--- src/rtl/leve1_wb_sched.sv ---
`timescale 1ns/1ps
// leve1_wb_sched: shares the single register-file write port between pipeline WB and
// buffered long-op completions, and keeps the busy scoreboard behind the ID interlock.
module leve1_wb_sched #(
  parameter int XLEN       = 64,
  parameter int NUM_REG    = 32,
  parameter int LQ_DEPTH   = 2,
  parameter int STARVE_MAX = 4
) (
  input  logic            CLK,
  input  logic            RSTn,
  input  logic            P_VALID,
  input  logic [4:0]      P_RD,
  input  logic [XLEN-1:0] P_DATA,
  output logic            HOLD,
  input  logic            L_ISSUE,
  input  logic [4:0]      L_ISSUE_RD,
  input  logic            L_DONE_VALID,
  output logic            L_DONE_READY,
  input  logic [4:0]      L_DONE_RD,
  input  logic [XLEN-1:0] L_DONE_DATA,
  input  logic            ID_VALID,
  input  logic [4:0]      ID_RS1,
  input  logic [4:0]      ID_RS2,
  input  logic [4:0]      ID_RD,
  output logic            STALL,
  output logic            RF_WE,
  output logic [4:0]      RF_WA,
  output logic [XLEN-1:0] RF_WD
);

  localparam int PTR_W = (LQ_DEPTH > 1) ? $clog2(LQ_DEPTH) : 1;
  localparam int CNT_W = $clog2(LQ_DEPTH + 1);
  localparam int STV_W = $clog2(STARVE_MAX + 1);

  // Completion handshake: a completion is taken on any cycle where
  // L_DONE_VALID & L_DONE_READY; READY depends only on registered fill level,
  // so a pop in the same cycle does not raise READY until the next edge.

  logic [NUM_REG-1:0] r_busy;
  logic [NUM_REG-1:0] w_busy_nxt;

  logic [4:0]         r_fifo_rd   [LQ_DEPTH];
  logic [XLEN-1:0]    r_fifo_data [LQ_DEPTH];
  logic [PTR_W-1:0]   r_rptr;
  logic [PTR_W-1:0]   r_wptr;
  logic [CNT_W-1:0]   r_count;
  logic [CNT_W-1:0]   w_count_nxt;

  logic [STV_W-1:0]   r_starve;
  logic [STV_W-1:0]   w_starve_nxt;

  logic               r_rf_we;
  logic [4:0]         r_rf_wa;
  logic [XLEN-1:0]    r_rf_wd;

  logic               w_preq;
  logic               w_lreq;
  logic               w_full;
  logic               w_starved;
  logic               w_grant_l;
  logic               w_grant_p;
  logic               w_push;
  logic [4:0]         w_head_rd;
  logic [XLEN-1:0]    w_head_data;

  assign w_preq      = P_VALID & (P_RD != 5'd0);
  assign w_lreq      = (r_count != '0);
  assign w_full      = (r_count == CNT_W'(LQ_DEPTH));
  assign w_starved   = (r_starve == STV_W'(STARVE_MAX));
  assign w_head_rd   = r_fifo_rd[r_rptr];
  assign w_head_data = r_fifo_data[r_rptr];

  // Buffer head wins only when the pipeline is idle or has starved it long enough.
  assign w_grant_l = w_lreq & (~w_preq | w_starved);
  assign w_grant_p = w_preq & ~w_grant_l;

  // x0 completions are acknowledged but never stored.
  assign w_push = L_DONE_VALID & ~w_full & (L_DONE_RD != 5'd0);

  assign HOLD         = w_preq & w_grant_l;
  assign L_DONE_READY = ~w_full;
  assign STALL        = ID_VALID & (r_busy[ID_RS1] | r_busy[ID_RS2] | r_busy[ID_RD]);

  assign RF_WE = r_rf_we;
  assign RF_WA = r_rf_wa;
  assign RF_WD = r_rf_wd;

  // Set after clear so a same-cycle issue to the retiring register keeps it busy.
  always_comb begin
    w_busy_nxt = r_busy;
    if (w_grant_l) begin
      w_busy_nxt[w_head_rd] = 1'b0;
    end
    if (L_ISSUE && (L_ISSUE_RD != 5'd0)) begin
      w_busy_nxt[L_ISSUE_RD] = 1'b1;
    end
    w_busy_nxt[0] = 1'b0;
  end

  always_comb begin
    w_count_nxt = r_count;
    case ({w_push, w_grant_l})
      2'b10:   w_count_nxt = r_count + CNT_W'(1);
      2'b01:   w_count_nxt = r_count - CNT_W'(1);
      default: w_count_nxt = r_count;
    endcase
  end

  always_comb begin
    w_starve_nxt = r_starve;
    if (w_grant_l || !w_lreq) begin
      w_starve_nxt = '0;
    end else if (w_preq) begin
      w_starve_nxt = r_starve + STV_W'(1);
    end
  end

  always_ff @(posedge CLK or negedge RSTn) begin
    if (!RSTn) begin
      r_busy   <= '0;
      r_count  <= '0;
      r_rptr   <= '0;
      r_wptr   <= '0;
      r_starve <= '0;
    end else begin
      r_busy   <= w_busy_nxt;
      r_count  <= w_count_nxt;
      r_starve <= w_starve_nxt;
      if (w_grant_l) begin
        r_rptr <= r_rptr + PTR_W'(1);
      end
      if (w_push) begin
        r_wptr <= r_wptr + PTR_W'(1);
      end
    end
  end

  always_ff @(posedge CLK or negedge RSTn) begin
    if (!RSTn) begin
      for (int i = 0; i < LQ_DEPTH; i++) begin
        r_fifo_rd[i]   <= '0;
        r_fifo_data[i] <= '0;
      end
    end else if (w_push) begin
      r_fifo_rd[r_wptr]   <= L_DONE_RD;
      r_fifo_data[r_wptr] <= L_DONE_DATA;
    end
  end

  always_ff @(posedge CLK or negedge RSTn) begin
    if (!RSTn) begin
      r_rf_we <= 1'b0;
      r_rf_wa <= '0;
      r_rf_wd <= '0;
    end else begin
      r_rf_we <= w_grant_l | w_grant_p;
      if (w_grant_l) begin
        r_rf_wa <= w_head_rd;
        r_rf_wd <= w_head_data;
      end else if (w_grant_p) begin
        r_rf_wa <= P_RD;
        r_rf_wd <= P_DATA;
      end
    end
  end

  a_x0_never_busy: assert property (@(posedge CLK) disable iff (!RSTn) !r_busy[0]);
  a_fifo_bounded:  assert property (@(posedge CLK) disable iff (!RSTn) r_count <= CNT_W'(LQ_DEPTH));
  a_no_p_waw:      assert property (@(posedge CLK) disable iff (!RSTn) !(w_preq && r_busy[P_RD]));

endmodule

--- config.mk ---
export PLATFORM = sky130hd
export DESIGN_NAME = leve1_wb_sched
export DESIGN_NICKNAME = d
export VERILOG_FILES = /design/src/rtl/leve1_wb_sched.sv
export SDC_FILE = /design/constraint.sdc
export NUM_CORES = 1
export LEC_CHECK = 0
export CAP_MARGIN = 20
export CORE_MARGIN = 2
export CORE_UTILIZATION = 30
export CTS_BUF_LIST = sky130_fd_sc_hd__clkbuf_4
export DETAILED_ROUTE_END_ITERATION = 8
export HOLD_SLACK_MARGIN = 0.02
export PLACE_DENSITY = 0.52
export SLEW_MARGIN = 15
export SYNTH_ARGS = -nofsm -noshare
export SYNTH_HDL_FRONTEND = slang
export SYNTH_SLANG_ARGS = --single-unit
--- constraint.sdc ---
create_clock -name CLK -period 6 [get_ports CLK]
set_input_delay 1.5 -clock CLK [delete_from_list [all_inputs] [get_ports CLK]]
set_output_delay 1.5 -clock CLK [all_outputs]
set_load 0.01 [all_outputs]
==> impl_metrics.json, run 1 <==
{
  "synth-simple-area-share_pct": 11.65,
  "p_seq_share_pct": 38.9,
  "rsz0062_at_grt": "no",
  "status": "completed",
  "first_pass_iters": 4,
  "max_freq_mhz": 179.6,
  "io_pins": 237,
  "seq_area_um2": 6160,
  "final_util_pct": 39.28,
  "setup.worst_path.end_class": "primary output",
  "slew_headroom_pct": 35.34,
  "cts.htree.levels": 3,
  "multi_input_area_um2": 5638,
  "grt_max_degree": 117,
  "cts_setup_buffers": 0,
  "setup_ws_ns": 0.4319,
  "setup_violations": 0,
  "cts_tree": "done",
  "detailedPlace.worstSlack_ns": 0.4177,
  "drt-initial-drc-count": 379,
  "ys_seq_area_share_pct": 50.28,
  "final_cell_area_um2": 15930,
  "powerDensity_nw_per_um2": 507.0,
  "finalCriticalPeriod_ns": 5.568,
  "clock_latency_ns": 0.68,
  "grt_usage_pct": 16.00,
  "synthXorXnorAreaFrac_pct": 0.3577,
  "syn_nets": 1164,
  "ys_warn_count": 0,
  "combPwrFrac_pct": 41.1,
  "yosys.area.top_type": "dfrtp_1",
  "regToRegStartpoint": "r_starve[0]$_DFFE_PN0P_",
  "drc": 0,
  "placed_cell_area_um2": 15010,
  "leakage_nw": 6.281,
  "critPathLaunchType": "input pin",
  "synthArstFlopShare_pct": 100.0,
  "die_area_um2": 42450,
  "ys_top_cells_by_area": "dfrtp_1, mux2_2, a211oi_2, o31ai_2, nor2b_1",
  "switchingPower_w": 0.002868,
  "fin_tns_setup_ns": 0,
  "area_growth_pct": 30.11,
  "drtAntennaViolNets": 0,
  "synthFlopType": "dfrtp_1",
  "clock-sinks": 246,
  "coreArea_um2": 40550,
  "fillers": 4048,
  "finalCritPeriodShare_pct": 92.80,
  "antenna_found_initial": 10,
  "yosysMostFrequentCell": "dfrtp_1",
  "initial_core_util_pct": 30.19,
  "synth_top_family_by_area": "multiplexers",
  "hold_class": "flip-flop to flip-flop",
  "gr-total-overflow": 0,
  "fin_skew_ns": 0.03481,
  "hold_buffers": 0,
  "tightest_slew_ns": 0.9625,
  "fin_nets": 1415,
  "dr_total_vias": 8859,
  "via_per_inst": 4.836,
  "synth_edf_count": 0,
  "yosys-mux-area-fraction_pct": 17.55,
  "critPathRequiredTime_ns": 4.50,
  "place.gp.congestion": 0.8990,
  "synthTopCellsByCount": "dfrtp_1, mux2_2, nand2_1",
  "synthAdderAreaFrac_pct": 0.3066,
  "worstPathArrival_ns": 4.07,
  "die_w_um": 206.0,
  "hold_viol_final": 0,
  "syn_area_per_cell_um2": 12.28,
  "post-dp-hpwl_um": 22850,
  "port-buffer-count": 236,
  "slew_violations": 0,
  "worstHoldStart": "RF_WD[55]$_DFFE_PN0P_",
  "synth_compound_area_share_pct": 16.06,
  "worst_ir_drop_vdd_v": 0.0002139,
  "syn_inst": 997,
  "wl_per_cell_um": 18.24,
  "drive_gt1_share_pct": 31.58,
  "ys_types": 52,
  "cts.repair.resized": 0,
  "switching_share_pct": 35.51,
  "cts_root_buf": "clkbuf_4",
  "critPathMaxFanout": 9,
  "routed_wl_um": 33420,
  "maxCapViolations": 0,
  "grt_pass1_vias": 9269,
  "critPathKind": "input pin to primary output",
  "worstSetupStartpoint": "ID_RS1[0]",
  "cts.path.max_buffers": 3,
  "grt_pass1_wl_um": 52580,
  "numCtsBuffers": 72,
  "rows": 74,
  "die_y_um": 206.0,
  "synth-seq-cells": 246,
  "p_clk_share_pct": 20.0,
  "clkTransAtPathRegs_ns": 0.06,
  "syn_area_um2": 12240,
  "netlist.area_leader.share_pct": 50.28,
  "power.internal_w": 0.005209
}
per-stage QoR:
step                      instances  hold WS (ns)  total power [W]
final                          1832        0.4783         0.008077
after global routing           1828        0.4940         0.008678
after CTS                      1827        0.4782         0.008235
after detailed placement       1706        0.4661         0.006551
after global placement         1706        0.4524         0.006496
after floorplan                 997        0.4322         0.005303
cells by family (layout without fill, tap and decap cells):
logic type	after synthesis	in the layout
buf+inv	82	380
compound gates	191	191
fa+ha+maj	3	3
mux	175	175
flops	246	246
simple gates	295	295
xor+xnor	5	5
other cells	0	5
layout by cell type, fill, tap and decap left out, drive strengths merged, types with 10 or more instances in the layout:
master / count
nor2: 86
nor2b: 72
inv: 14
nand2: 96
o2bb2ai: 11
clkbuf: 106
mux2: 147
mux2i: 11
dfrtp: 246
o21ai: 15
a211oi: 65
clkinv: 10
mux4: 17
buf: 12
nand2b: 11
clkdlybuf4s50: 235
o31ai: 64
sequential cells by signal, indices dropped and copies added (netlist names):
name,cells
RF_WA,5
RF_WD,64
RF_WE,1
r_busy,31
r_count,2
r_fifo_data,128
r_fifo_rd,10
r_rptr,1
r_starve,3
r_wptr,1
cell type report:
| cell class | instances | area share [%] |
|---|---|---|
| flip-flops and latches | 246 | 38.66 |
| multi-input cells | 669 | 35.39 |
| repair buffers | 247 | 15.69 |
| clock buffers | 106 | 4.995 |
| well taps | 532 | 4.178 |
| clock inverters | 15 | 0.7147 |
| inverters | 12 | 0.2906 |
| diodes | 5 | 0.07854 |
final timing paths:
kind | to | slack, ns | cells after the start
max in group asynchronous | r_count[1]$_DFFE_PN0P_ | 3.97 | 2
max | STALL | 0.43 | 7
min in group asynchronous | r_fifo_data[37]$_DFFE_PN0P_ | 0.86 | 1
min | RF_WD[55]$_DFFE_PN0P_ | 0.48 | 2
min reg2reg | RF_WD[55]$_DFFE_PN0P_ | 0.48 | 2
max reg2reg | r_count[1]$_DFFE_PN0P_ | 2.26 | 11
critical path: stages:
cell and delay, ns:
clkdlybuf4s50_1 0.64, mux4_2 0.44, inv_1 0.03, a2111oi_0 0.53, nor4_1 0.09, a41oi_1 0.25, clkdlybuf4s50_1 0.57
power by group through the flow:
stage / Sequential, W / Combinational (W) / Clock [W]
3_3_place_gp: 0.00315 / 0.00334 / 0
6_report: 0.00314 / 0.00332 / 0.00161
5_1_grt: 0.00326 / 0.00364 / 0.00179
2_1_floorplan: 0.00302 / 0.00228 / 0
3_5_place_dp: 0.00317 / 0.00338 / 0
4_1_cts: 0.00315 / 0.00339 / 0.00170
routing by layer:
metal	GRT usage, %	vias to the layer above	share of wire (%)	wire [um]
met4	5.255	8	1.9	643
met5	0	-	0.17	57
met3	6.244	65	8.9	2991
li1	-	4160	-	-
met2	24.29	281	45	14960
met1	20.84	4345	44	14770
(Power assumes the default switching activity.)
==> run 2: changes to the inputs <==
--- a/config.mk
+++ b/config.mk
@@ -9,7 +9,8 @@
 export CORE_MARGIN = 2
-export CORE_UTILIZATION = 30
+export CORE_UTILIZATION = 65
 export CTS_BUF_LIST = sky130_fd_sc_hd__clkbuf_4
 export DETAILED_ROUTE_END_ITERATION = 8
+export DONT_BUFFER_PORTS = 1
 export HOLD_SLACK_MARGIN = 0.02
-export PLACE_DENSITY = 0.52
+export PLACE_DENSITY = 0.82
 export SLEW_MARGIN = 15
==> constraint.sdc (replaced) <==
create_clock -name CLK -period 6 [get_ports CLK]
set_input_delay 0.9 -clock CLK [delete_from_list [all_inputs] [get_ports CLK]]
set_output_delay 0.9 -clock CLK [all_outputs]
set_load 0.01 [all_outputs]
==> run 2 against run 1 <==
Worst hold slack worse by 0.53 ns. Sequential power up 4%. Via count down 11%. Highest routed layer is now met4. Register-to-register slack better by 0.82 ns. Cell area down 19%. Largest power group is now sequential cells. Critical endpoint is now HOLD. Routed wire length down 23%. Global-route usage up 9.9 points. The run now ends with negative hold slack left. Worst setup slack better by 2.1 ns.
==> impl_metrics.json, run 2 (synthesis gave the netlist of run 1 again) <==
{
  "fin_hold_ws_ns": -0.05440,
  "critPathBufInv": 1,
  "finalCriticalPeriod_ns": 3.476,
  "slew_headroom_pct": 27.86,
  "maxCapViolations": 0,
  "cts.htree.levels": 2,
  "final_cell_mix": "dfrtp_1, mux2_2, nand2_1, clkbuf_4, nor2_1",
  "cts_setup_buffers": 0,
  "dp.cells": 1166,
  "setup_violations": 0,
  "met2_usage_pct": 42.85,
  "met1_usage_pct": 32.10,
  "final_cell_area_um2": 12910,
  "violations": "negative hold slack",
  "grt_max_degree": 247,
  "power.internal_w": 0.004470,
  "worstPathArrival_ns": 2.58,
  "drtAntennaViolNets": 0,
  "initial_core_util_pct": 65.90,
  "grt_pass1_wl_um": 41460,
  "regToRegStartpoint": "r_rptr$_DFFE_PN0N_",
  "p_seq_share_pct": 46.4,
  "hold_viol_final": 100,
  "max_freq_mhz": 287.7,
  "cts.repair.resized": 0,
  "critPathSlowestCell": "or4_4",
  "gr-usage-met3_pct": 8.201,
  "critPathLaunchType": "input pin",
  "dr_total_vias": 7877,
  "rsz0062_at_grt": "no",
  "antenna_found_initial": 1,
  "path_delay_family": "simple AND/OR/NAND/NOR gates",
  "tightest_slew_ns": 1.082,
  "setup.worst_path.end_class": "primary output",
  "clock_latency_ns": 0.68,
  "layout_commonest_cell": "dfrtp_1",
  "cts_root_buf": "clkbuf_4",
  "largest_reg_flops": 128,
  "finalNonFillerCells": 1274,
  "die_w_um": 141.3,
  "clock-sinks": 246,
  "leakage_nw": 5.200,
  "coreArea_um2": 18580,
  "drt-initial-drc-count": 319,
  "rows": 50,
  "die_y_um": 141.3,
  "switching_share_pct": 36.72,
  "crit_chain": "or4_4, o211a_4, or2_4, buf_4, nor2_1",
  "io_pins": 237,
  "worstSetupStartpoint": "P_RD[0]",
  "cts_tree": "done",
  "first_pass_iters": 5,
  "combPwrFrac_pct": 35.1,
  "cts.path.max_buffers": 3,
  "numCtsBuffers": 61,
  "routed_wl_um": 25640,
  "finalCritPeriodShare_pct": 57.94,
  "drc": 0,
  "fin_skew_ns": 0.03366,
  "placed_cell_area_um2": 12170,
  "critPathMaxFanout": 43,
  "wl_per_cell_um": 20.13,
  "place.gp.congestion": 0.8901,
  "port-buffer-count": 0,
  "fin_nets": 1162,
  "grt_pass1_vias": 8253,
  "die_area_um2": 19950,
  "p_clk_share_pct": 18.5,
  "powerDensity_nw_per_um2": 547.1,
  "status": "finished, violations left",
  "post-dp-hpwl_um": 16850,
  "slowest_delay_ns": 0.52,
  "worst_ir_drop_vdd_v": 0.0002773,
  "fin_tns_setup_ns": 0,
  "clkTransAtPathRegs_ns": 0.07,
  "hold_class": "input pin to asynchronous set/reset pin",
  "top_register": "r_fifo_data",
  "slew_violations": 0,
  "critPathKind": "input pin to primary output",
  "grt_most_used_layer": "met2",
  "grt_usage_pct": 25.93,
  "gr-total-overflow": 0,
  "via_per_inst": 6.183,
  "area_growth_pct": 5.436,
  "critPathRequiredTime_ns": 5.10,
  "switchingPower_w": 0.002593,
  "drive_gt1_share_pct": 36.71
}
-- run 2: changes by cell type in the layout (fill, tap and decap cells not counted), sizes merged --
cell           previous run  this run
clkbuf                  106        87
inv                      14        13
clkdlybuf4s50           235         0
clkinv                   10        17
diode                     5         2
bufinv                    2         0
buf                      12         5
-- run 2: metrics by stage --
stage | power [W] | utilization (%) | setup WS (ns)
after floorplan | 0.005303 | - | 2.758
after global placement | 0.005660 | 65.52 | 2.495
after detailed placement | 0.005792 | 65.52 | 2.444
after CTS | 0.007110 | 69.45 | 2.522
after global routing | 0.007538 | 69.48 | 2.401
final | 0.007063 | 69.48 | 2.524
-- run 2: worst paths after layout --
kind,cells past startpoint,end,slack (ns)
worst min-delay path,0,r_busy[10]$_DFF_PN0_,-0.05
worst max register to register,5,r_busy[29]$_DFF_PN0_,3.08
worst max-delay path,5,HOLD,2.52
min in group CLK,1,r_fifo_data[15]$_DFFE_PN0P_,0.37
max in group asynchronous,0,r_fifo_data[53]$_DFFE_PN0P_,5.50
worst min register to register,1,r_fifo_data[81]$_DFFE_PN0P_,0.50
-- run 2: layer usage --
layer / up-vias / routed length, um
met1: 3866 / 10170
met5: - / 0
met4: 0 / 694
met3: 55 / 2243
met2: 297 / 12540
li1: 3659 / -
-- run 2: power groups by stage --
stage / Sequential [W] / Combinational [W] / Clock, W
6_report: 0.00328 / 0.00248 / 0.00131
5_1_grt: 0.00339 / 0.00272 / 0.00143
4_1_cts: 0.00328 / 0.00249 / 0.00134
3_5_place_dp: 0.00330 / 0.00249 / 0
3_3_place_gp: 0.00326 / 0.00240 / 0
2_1_floorplan: 0.00302 / 0.00228 / 0
-- run 2: final cells by class --
type	count	area, um^2
multi-input combinational	669	5638
inverter	12	46.29
tap	234	292.8
timing repair buffer	5	37.54
clock inverter	19	77.57
fill	1334	5670
sequential	246	6160
antenna	2	5.005
clock buffer	87	653.1
